### src/rtl/spi_slave_core.sv
// rtl/spi_slave_core.sv - oversampled SPI slave with one-deep tx buffer and rx strobe
// sclk, mosi and select are synchronised into wb_clk_i; every action runs on edge pulses.
module spi_slave_core #(
  parameter int CHAR_LEN = 8,
  parameter int SS_NB    = 8,
  parameter int SS_SEL   = 0
) (
  input  logic                wb_clk_i,
  input  logic                wb_rst_i,
  input  logic                sclk_pad_i,
  input  logic                mosi_pad_i,
  input  logic [SS_NB-1:0]    ss_pad_i,
  output logic                miso_pad_o,
  input  logic                rx_negedge,
  input  logic                tx_negedge,
  input  logic                lsb,
  input  logic [CHAR_LEN-1:0] tx_data_i,
  input  logic                tx_we_i,
  output logic                tx_full_o,
  output logic [CHAR_LEN-1:0] rx_data_o,
  output logic                rx_valid_o,
  output logic                tx_underrun_o,
  output logic                abort_o,
  output logic                busy_o
);
  localparam int CW = $clog2(CHAR_LEN + 1);

  typedef enum logic [1:0] {IDLE, LOAD, SHIFT} state_t;

  state_t              state_q, state_d;
  logic [2:0]          sclk_sync_q, sclk_sync_d;
  logic [2:0]          mosi_sync_q, mosi_sync_d;
  logic [1:0]          ss_sync_q, ss_sync_d;
  logic                rise_q, rise_d, fall_q, fall_d;
  logic [CHAR_LEN-1:0] buf_q, buf_d;
  logic                tx_full_q, tx_full_d;
  logic [CHAR_LEN-1:0] tx_sr_q, tx_sr_d;
  logic [CHAR_LEN-1:0] rx_sr_q, rx_sr_d;
  logic [CW-1:0]       cnt_q, cnt_d;
  logic                armed_q, armed_d;
  logic                miso_q, miso_d;
  logic [CHAR_LEN-1:0] rx_data_q, rx_data_d;
  logic                rx_valid_q, rx_valid_d;
  logic                tx_underrun_q, tx_underrun_d;
  logic                abort_q, abort_d;
  logic                busy_q, busy_d;

  logic                sample, launch, capture, do_load, load_ok, released;
  logic [CHAR_LEN-1:0] mosi_vec, rx_next, tx_shift, load_val;
  logic                unused_ss;

  assign unused_ss = ^ss_pad_i;

  always_comb begin
    sclk_sync_d   = {sclk_sync_q[1:0], sclk_pad_i};
    mosi_sync_d   = {mosi_sync_q[1:0], mosi_pad_i};
    ss_sync_d     = {ss_sync_q[0], ss_pad_i[SS_SEL]};
    rise_d        = sclk_sync_q[1] & ~sclk_sync_q[2];
    fall_d        = ~sclk_sync_q[1] & sclk_sync_q[2];
    released      = ss_sync_q[1];

    sample        = tx_negedge ? rise_q : fall_q;
    launch        = rx_negedge ? rise_q : fall_q;
    capture       = rx_negedge ? fall_q : rise_q;

    mosi_vec      = '0;
    mosi_vec[0]   = mosi_sync_q[2];
    rx_next       = lsb ? ((rx_sr_q >> 1) | (mosi_vec << (CHAR_LEN - 1)))
                        : ((rx_sr_q << 1) | mosi_vec);
    tx_shift      = lsb ? (tx_sr_q >> 1) : (tx_sr_q << 1);

    // A write landing in the same cycle as a load goes straight into the shifter.
    load_ok       = tx_we_i | tx_full_q;
    load_val      = tx_we_i ? tx_data_i : (tx_full_q ? buf_q : '0);

    state_d       = state_q;
    buf_d         = buf_q;
    tx_full_d     = tx_full_q;
    tx_sr_d       = tx_sr_q;
    rx_sr_d       = rx_sr_q;
    cnt_d         = cnt_q;
    armed_d       = armed_q;
    miso_d        = miso_q;
    rx_data_d     = rx_data_q;
    rx_valid_d    = 1'b0;
    tx_underrun_d = 1'b0;
    abort_d       = 1'b0;
    busy_d        = ~ss_sync_q[1];
    do_load       = 1'b0;

    if (tx_we_i) begin
      buf_d     = tx_data_i;
      tx_full_d = 1'b1;
    end

    case (state_q)
      IDLE: begin
        miso_d  = 1'b0;
        cnt_d   = '0;
        armed_d = 1'b0;
        rx_sr_d = '0;
        if (!released) state_d = LOAD;
      end
      LOAD: begin
        if (released) begin
          state_d = IDLE;
          miso_d  = 1'b0;
        end else begin
          do_load = 1'b1;
          state_d = SHIFT;
        end
      end
      SHIFT: begin
        if (released) begin
          state_d = IDLE;
          miso_d  = 1'b0;
          cnt_d   = '0;
          abort_d = (cnt_q != '0);
        end else begin
          if (sample) begin
            rx_sr_d = rx_next;
            if (cnt_q == CW'(CHAR_LEN - 1)) begin
              rx_data_d  = rx_next;
              rx_valid_d = 1'b1;
              cnt_d      = '0;
              do_load    = 1'b1;
            end else begin
              cnt_d = cnt_q + CW'(1);
            end
          end
          // The first launch edge after a load must not shift away the bit it just drove.
          if (!do_load) begin
            if (capture) armed_d = 1'b1;
            if (launch && armed_q) begin
              tx_sr_d = tx_shift;
              miso_d  = lsb ? tx_shift[0] : tx_shift[CHAR_LEN-1];
            end
          end
        end
      end
      default: state_d = IDLE;
    endcase

    if (do_load) begin
      tx_sr_d       = load_val;
      miso_d        = lsb ? load_val[0] : load_val[CHAR_LEN-1];
      armed_d       = 1'b0;
      tx_full_d     = 1'b0;
      tx_underrun_d = ~load_ok;
    end
  end

  always_ff @(posedge wb_clk_i or posedge wb_rst_i) begin
    if (wb_rst_i) begin
      state_q       <= IDLE;
      sclk_sync_q   <= '0;
      mosi_sync_q   <= '0;
      ss_sync_q     <= '1;
      rise_q        <= 1'b0;
      fall_q        <= 1'b0;
      buf_q         <= '0;
      tx_full_q     <= 1'b0;
      tx_sr_q       <= '0;
      rx_sr_q       <= '0;
      cnt_q         <= '0;
      armed_q       <= 1'b0;
      miso_q        <= 1'b0;
      rx_data_q     <= '0;
      rx_valid_q    <= 1'b0;
      tx_underrun_q <= 1'b0;
      abort_q       <= 1'b0;
      busy_q        <= 1'b0;
    end else begin
      state_q       <= state_d;
      sclk_sync_q   <= sclk_sync_d;
      mosi_sync_q   <= mosi_sync_d;
      ss_sync_q     <= ss_sync_d;
      rise_q        <= rise_d;
      fall_q        <= fall_d;
      buf_q         <= buf_d;
      tx_full_q     <= tx_full_d;
      tx_sr_q       <= tx_sr_d;
      rx_sr_q       <= rx_sr_d;
      cnt_q         <= cnt_d;
      armed_q       <= armed_d;
      miso_q        <= miso_d;
      rx_data_q     <= rx_data_d;
      rx_valid_q    <= rx_valid_d;
      tx_underrun_q <= tx_underrun_d;
      abort_q       <= abort_d;
      busy_q        <= busy_d;
    end
  end

  assign miso_pad_o    = miso_q;
  assign tx_full_o     = tx_full_q;
  assign rx_data_o     = rx_data_q;
  assign rx_valid_o    = rx_valid_q;
  assign tx_underrun_o = tx_underrun_q;
  assign abort_o       = abort_q;
  assign busy_o        = busy_q;

endmodule

### config.mk
export PLATFORM = sky130hd
export DESIGN_NAME = spi_slave_core
export DESIGN_NICKNAME = d
export VERILOG_FILES = /design/src/rtl/spi_slave_core.sv
export SDC_FILE = /design/constraint.sdc
export NUM_CORES = 1
export LEC_CHECK = 0
export CORE_ASPECT_RATIO = 1.5
export CORE_MARGIN = 8
export CORE_UTILIZATION = 45
export DETAILED_ROUTE_END_ITERATION = 10
export PLACE_DENSITY_LB_ADDON = 0.05
export SLEW_MARGIN = 10
export SYNTH_ARGS = -nofsm -noshare
export SYNTH_HDL_FRONTEND = slang
export SYNTH_SLANG_ARGS = --single-unit
### constraint.sdc
create_clock -name wb_clk_i -period 2.2 [get_ports wb_clk_i]
set_input_delay 0.33 -clock wb_clk_i [delete_from_list [all_inputs] [get_ports wb_clk_i]]
set_output_delay 0.33 -clock wb_clk_i [all_outputs]
set_load 0.01 [all_outputs]
; ---- After elaboration in Yosys (flattened, before gate mapping)
; Index checks and enable logic that the tools add are counted.
[op_classes]
div_mod_pow = 0
order_cmp = 0
addsub = 1
n_eq_ne = 16
mul = 0
n_bitwise = 9
muxes = 50
shift = 0
n_reduce_logical = 16
[op_table]
columns = operator, count
row1 = 8-bit 2-to-1 mux, 11
row2 = 1-bit 2-to-1 mux, 27
row3 = 8-bit one-hot mux with 2 select lines, 1
row4 = 4-bit AND reduction, 4
row5 = 3-bit inequality test (second input constant), 5
row6 = 4-bit 2-to-1 mux, 3
row7 = 2-bit inequality test (second input constant), 5
row8 = 4-bit inequality test (second input constant), 2
row9 = 7-bit by 8-bit OR with 8-bit output, 1
row10 = 8-bit by 1-bit OR with 8-bit output, 1
row11 = 4-bit one-hot mux with 2 select lines, 1
row12 = 2-bit nonzero test, 4
row13 = 4-bit nonzero test, 2
row14 = 2-bit 2-to-1 mux, 3
row15 = 2-bit one-hot mux with 3 select lines, 1
row16 = 4-bit by 1-bit adder with 4-bit output (second input constant), 1
row17 = 4-bit by 3-bit == test with 1-bit output (second input constant), 1
row18 = 1-bit inverter, 4
row19 = 1-bit one-hot mux with 2 select lines, 2
row20 = 2-bit AND reduction, 2
row21 = 1-bit one-hot mux with 3 select lines, 1
row22 = 3-bit AND reduction, 1
row23 = 3-bit nonzero test, 1
row24 = 1-bit AND, 2
row25 = 6 further kinds, 6
[word_totals]
word_cells = 110
latch_bits = 0
register_bits = 55
memories = 0
inputBits = 24
mem_bits_rw = 0
rom_bits = 0

; ---- Depth between registers and ports, before layout
; Gate-level depths: netlist of the first run.
[logic_depth]
word_depth = 9
ltp_mapped = 9
mapped_depth_nobuf = 6

; ---- Worst setup path before layout of the first run
; Ideal clock, no wire load.
[synth_path]
path_kind = reg2reg
start = register state_q[0]
end = register tx_sr_q[0]
path_buffers = 1
t_arrival_ps = 1934
path_slack_ps = 132
stages_incl_launch_ff = 8
setup_time_ps = 134
cell_sequence = dfrtp_1 > inv_1 > ha_1 > clkbuf_2 > or2b_1 > a2111oi_4 > mux2i_1 > mux2i_1
[synth_between]
elab_chain_cells = 4
word_cells_on_any_way = 9
[synth_lines]
columns = element, line_no
row1 = start: declaration, 30  ; state_t state_q, state_d;
row2 = start signal: assignment, 174  ; state_q <= state_d;
row3 = 2-bit == test / 2-bit by 1-bit == test with 1-bit output (equally long branches), 96  ; case (state_q)
row4 = 1-bit one-hot mux with 2 select lines, 96
row5 = "2-bit inequality test (no source line), or another cell as far along", --
row6 = 4-bit AND reduction (no source line), --
row7 = end signal: assignment, 182  ; tx_sr_q <= tx_sr_d;
row8 = end: declaration, 37  ; logic [CHAR_LEN-1:0] tx_sr_q, tx_sr_d;
; Parallel ways exist; a longest one is shown, timed or not.
; A chain may end at the register's enable or synchronous reset.

; ---- Worst setup path after layout of the first run
; Ends and elaborated chain as after synthesis.

==> results_dict.tcl, run 1 <==
set metrics [dict create \
    status "finished, final reports clean" \
    yosys_warnings 0 \
    hold_buffers 0 \
    synth_cell_types 37 \
    leakagePower_nw 1.316 \
    hold-worst-slack_ps 349.7 \
    required_ps 2390 \
    tightest_slew_ps 526.0 \
    gp_congestion 0.7549 \
    crit_fanout 8 \
    cp-end-kind "register" \
    yosysSeqAreaShare_pct 54.29 \
    ant_nets 0 \
    cp.arrival_ps 2170 \
    dp_hpwl_um 3613 \
    grt.total_usage_pct 12.33 \
    final_cells 327 \
    cts_tree "yes" \
    seq_area_um2 1379 \
    drc 0 \
    max_cap_violations 0 \
    rsz0062_at_grt "no" \
    clockBufferDepth 2 \
    first_iter_violations 41 \
    io_buffers 30 \
    syn_inst 222 \
    routed_wl_um 5031 \
    nets 286 \
    grt_pass1_wl_um 8638 \
    synth_area_leaders "dfrtp_1, mux2i_1, mux2_2" \
    viasPerCell 5.404 \
    cp_common_cell "mux2i_1" \
    io_pins 38 \
    fin_ws_ps 216.5 \
    clock-skew-final_ps 9.412 \
    synth-seq-cells 55 \
    r2r_start "state_q[0]" \
    synth_top_cell_area_share_pct 52.22 \
    slew_viol_final 0 \
    crit_family "flip-flops" \
    finalSetupTns_ps 0 \
    fmax_mhz 504.2 \
    grt_pass1_vias 1912 \
    path_class "reg -> reg" \
    period_needed_ps 1984 \
    reg2reg_slack_ps 220 \
    cpMaxStageDelayCell "dfrtp_1" \
    cts_buffers 5 \
    mappedNetlistNets 252 \
    die_h_um 108.0 \
    path_clk_slew_ps 100 \
    root_buffer "clkbuf_8" \
    antenna_found_initial 0 \
    dieArea_um2 8354 \
    synth_area_um2 2540 \
    reg2reg_to "tx_sr_q[0]" \
    num_antenna_cells 0 \
    h-tree-depth 2 \
    vias 1767 \
    fillers 513 \
    ir_worst_vdd_mv 0.5076 \
    area_growth_pct 20.94 \
    synth.avg_cell_area_um2 11.44 \
    cp_cell_sequence "inv_1 > ha_1 > or2b_1 > a2111oi_4 > buf_12 > mux2i_1 > mux2i_1" \
    grt_overflow 0 \
    grt_start_max_net_pins 37 \
    critPathBufInv 2 \
    multi_input_area_um2 1066 \
    hp-class "in -> async" \
    start_kind "register" \
    num_rows 33 \
    fin_crit_sh_pct 90.16 \
    utilization_pct 56.36 \
    relSlewSlack_pct 64.80 \
    place_inst 319 \
    die_width_um 77.34 \
    post_cts_resized 0 \
    yosys.area.top_type "dfrtp_1" \
    clk_latency_ps 310 \
    post_cts_buffers 0 \
    p_per_area_nw_per_um2 811.8 \
    initial_core_util_pct 46.60 \
    wire_per_inst_um 15.39 \
    setup_violations 0 \
    max_stage_delay_ps 430 \
    place_ws_ps 58.62 \
    cts.sinks 55 \
    core-area_um2 5450 \
    final_hold_viol_count 0 \
    ff2ff_path_depth 7 \
    drive_gt1_share_pct 15.18 \
    dr.pass1.iters 4 \
]
Yosys cell counts:
library cell / instances
dfrtp_1: 53
mux2i_1: 21
nand3_1: 19
o21ai_0: 16
mux2_2: 15
clkbuf_1: 12
a21oi_1: 11
a31oi_1: 9
inv_1: 9
ha_1: 6
o21ai_1: 6
nand2_1: 5
nor2_1: 5
nor2b_1: 5
and3b_1: 4
a21o_1: 3
a22o_1: 2
dfstp_2: 2
a2111oi_0: 1
a2111oi_4: 1
a211o_1: 1
a21bo_2: 1
a41o_1: 1
and2_1: 1
buf_6: 1
clkbuf_2: 1
nand2b_1: 1
nand3b_1: 1
nand4_1: 1
nor3_1: 1
nor3b_1: 1
o21a_1: 1
o22a_1: 1
o2bb2ai_1: 1
or2_2: 1
or2b_1: 1
xor2_1: 1
power breakdown:
part | internal (W) | switching (W) | total [W] | leakage [nW]
Clock | 0.000223 | 0.000316 | 0.000539 | 0.0412
Combinational | 0.000339 | 0.000380 | 0.000718 | 0.567
Sequential | 0.00114 | 0.0000937 | 0.00124 | 0.707
Total | 0.00170 | 0.000789 | 0.00249 | 1.32
cell families after synthesis:
family | Yosys count | share of synthesized area (%)
AOI/OAI and AO/OA | 55 | 13.84
xor gates and xnor gates | 1 | 0.3449
adders and majority gates | 6 | 2.956
buffers and inverters | 23 | 3.743
DFF | 55 | 54.29
muxes | 36 | 14.93
and+or+nand+nor | 46 | 9.902
cells in the final DEF, fill, tap and decap left out, types with 5 or more instances in the layout:
| master | n |
|---|---|
| nor2b_1 | 5 |
| mux2i_1 | 21 |
| dfrtp_1 | 53 |
| nand3_1 | 19 |
| a31oi_1 | 9 |
| o21ai_0 | 16 |
| clkdlybuf4s50_1 | 30 |
| o21ai_1 | 6 |
| ha_1 | 6 |
| clkbuf_8 | 5 |
| nor2_1 | 5 |
| nand2_1 | 5 |
| inv_1 | 8 |
| mux2_2 | 15 |
| buf_4 | 8 |
| a21oi_1 | 11 |
sequential cells by signal (all words and copies together), names as in the netlist:
signal / cells
abort_o: 1
armed_q: 1
buf_q: 8
busy_o: 1
cnt_q: 4
fall_q: 1
miso_pad_o: 1
mosi_sync_q: 3
rise_q: 1
rx_data_o: 8
rx_sr_q: 8
rx_valid_o: 1
sclk_sync_q: 3
ss_sync_q: 2
state_q: 2
tx_full_o: 1
tx_sr_q: 8
tx_underrun_o: 1
stage by stage:
step	total power, W	instance area [um^2]
CTS	0.002526	3072
global placement	0.001966	2987
finish	0.002494	3072
global route	0.002661	3072
detailed placement	0.001978	2987
floorplan	0.001734	2540
layout make-up:
cell class                 count  area share [%]
clock buffer                   6           2.363
clock inverter                 2          0.4073
inverter                       9           1.100
multi-input combinational    144           34.70
sequential                    55           44.89
tap                           70           2.851
timing repair buffer          41           13.69
layer usage:
metal | share of wire, % | wire (um) | GRT usage (%)
met1 | 44 | 2218 | 14.37
met2 | 51 | 2572 | 21.81
met3 | 3.8 | 189 | 2.824
met4 | 1.0 | 51 | 4.065
met5 | 0 | 0 | 0
worst max path at each step:
stage | end | depth (start not counted) | slack [ps] | startpoint
2_1_floorplan | tx_sr_q[0] | 7 | 130 | state_q[0]
3_3_place_gp | tx_sr_q[6] | 7 | 80 | tx_negedge
3_5_place_dp | tx_sr_q[6] | 7 | 60 | tx_negedge
4_1_cts | tx_sr_q[0] | 7 | 220 | state_q[0]
5_1_grt | rx_data_o[6] | 6 | 30 | state_q[0]
6_report | tx_sr_q[0] | 7 | 220 | state_q[0]
Note: power is estimated with default switching activity, not from simulation.
==> run 2, diff against run 1 <==
--- a/config.mk
+++ b/config.mk
@@ -5,11 +5,12 @@
 export SDC_FILE = /design/constraint.sdc
 export NUM_CORES = 1
 export LEC_CHECK = 0
+export ABC_AREA = 1
 export CORE_ASPECT_RATIO = 1.5
 export CORE_MARGIN = 8
 export CORE_UTILIZATION = 45
 export DETAILED_ROUTE_END_ITERATION = 10
-export PLACE_DENSITY_LB_ADDON = 0.05
+export PLACE_DENSITY = 0.68
 export SLEW_MARGIN = 10
 export SYNTH_ARGS = -nofsm -noshare
 export SYNTH_HDL_FRONTEND = slang
==> results_dict.tcl, run 2 <==
set metrics [dict create \
    status "finished, final reports clean" \
    yosys.area.top_type "dfrtp_1" \
    dp_hpwl_um 3707 \
    mappedNetlistNets 330 \
    fin_area_um2 3049 \
    synthFlopType "dfrtp_1" \
    start_kind "register" \
    clockBufferDepth 2 \
    fin_crit_sh_pct 81.37 \
    path_class "reg -> reg" \
    place_inst 401 \
    yosys_warnings 0 \
    final_cells 409 \
    yosysSeqAreaShare_pct 54.80 \
    path_clk_slew_ps 100 \
    synth_area_leaders "dfrtp_1, nand2_1, nand3_1" \
    yosysMostFrequentCell "nand2_1" \
    placed_cell_area_um2 2937 \
    ys_top_cells_by_count "nand2_1, dfrtp_1, nand3_1" \
    drive_gt1_share_pct 8.260 \
    tightest_slew_ps 317.4 \
    gp_congestion 0.7953 \
    nets 368 \
    leakagePower_nw 1.493 \
    initial_core_util_pct 46.17 \
    die_width_um 77.06 \
    post_cts_buffers 0 \
    viasPerCell 4.858 \
    final_hold_viol_count 0 \
    grt_pass1_wl_um 9087 \
    grt_start_max_net_pins 31 \
    hold_buffers 0 \
    hp-class "in -> async" \
    wire_per_inst_um 12.13 \
    crit_fanout 14 \
    antenna_found_initial 0 \
    core-area_um2 5450 \
    required_ps 2400 \
    ir_worst_vdd_mv 0.5082 \
    setup_violations 0 \
    synth-seq-cells 55 \
    dr.pass1.iters 4 \
    vias 1987 \
    die_h_um 107.6 \
    io_buffers 30 \
    clock-skew-final_ps 5.415 \
    rsz0062_at_grt "no" \
    h-tree-depth 2 \
    period_needed_ps 1790 \
    cts_buffers 5 \
    final_cell_mix "nand2_1, dfrtp_1, nand3_1, clkdlybuf4s50_1, o21ai_0" \
    synth_top_cell_area_share_pct 52.71 \
    total_power_w 0.002631 \
    seq_area_um2 1379 \
    clk_latency_ps 310 \
    syn_inst 300 \
    final_common_cell "nand2_1" \
    cts.sinks 55 \
    cp.arrival_ps 1990 \
    fillers 514 \
    hold-worst-slack_ps 277.5 \
    synth_edf_count 0 \
    synth_area_um2 2516 \
    dieArea_um2 8290 \
    area_growth_pct 21.18 \
    grt_pass1_vias 2025 \
    grt.total_usage_pct 13.19 \
    num_antenna_cells 0 \
    fmax_mhz 558.6 \
    io_pins 38 \
    slew_viol_final 0 \
    multi_input_area_um2 992.2 \
    drc 0 \
    synth.avg_cell_area_um2 8.387 \
    post_cts_resized 0 \
    ys_async_sr_fraction_pct 100.0 \
    ant_nets 0 \
    first_iter_violations 127 \
    cts_tree "yes" \
    root_buffer "clkbuf_8" \
    routed_wl_um 4961 \
    grt_overflow 0 \
    relSlewSlack_pct 78.81 \
    synth_cell_types 24 \
    max_cap_violations 0 \
    p_per_area_nw_per_um2 862.8 \
    cp-end-kind "register" \
    finalSetupTns_ps 0 \
    num_rows 33 \
]
[run 2: layout make-up]
type	count	share of cell area (%)
sequential	55	45.22
multi-input combinational	209	32.54
timing repair buffer	37	11.98
inverter	30	3.693
tap	70	2.872
clock buffer	5	2.257
clock inverter	3	1.436
[run 2: worst paths after layout]
check / start / end / slack, ps / depth (start not counted)
worst max-delay path: state_q[0] / tx_sr_q[3] / 410 / 10
worst min-delay path: wb_rst_i / rx_data_o[0] / 280 / 2
worst max register to register: state_q[0] / tx_sr_q[3] / 410 / 10
worst min register to register: mosi_sync_q[1] / mosi_sync_q[2] / 360 / 0
max in group asynchronous: wb_rst_i / ss_sync_q[1] / 1380 / 3
min in group wb_clk_i: mosi_sync_q[1] / mosi_sync_q[2] / 360 / 0
[run 2: power by group]
group	switching [W]	total (W)	internal, W	leakage (nW)
logic	0.000465	0.000715	0.000250	0.723
registers	0.0000978	0.00124	0.00115	0.712
clock network	0.000334	0.000673	0.000339	0.0581
total	0.000896	0.00263	0.00173	1.49
[run 2: kinds of logic after synthesis]
family | share of synthesized area, %
adders and majority gates | 2.984
AOI/OAI and AO/OA | 7.310
buffers and inverters | 5.768
DFF | 54.80
and+or+nand+nor | 29.14
[run 2: per-layer routing]
layer | vias to the layer above | wire length (um) | track usage [%]
li1 | 1023 | - | -
met1 | 923 | 2118 | 14.47
met2 | 34 | 2624 | 23.89
met3 | 7 | 157 | 2.843
met4 | 0 | 60 | 5.691
met5 | - | 0 | 0
[run 2: stage by stage]
step,utilization [%],setup WS [ps]
after floorplan,-,530.4
after global placement,53.88,383.1
after detailed placement,53.88,355.8
after CTS,55.95,389.3
after global routing,55.95,249.6
final,55.95,409.8
[run 2: worst max-delay path, stage by stage, from the launching register on]
cell	delay [ps]
dfrtp_1	410
inv_1	110
ha_1	230
inv_2	80
nor2_4	110
buf_4	210
nand3_1	190
nand2_1	130
inv_2	80
nand2_1	60
nand3_1	70
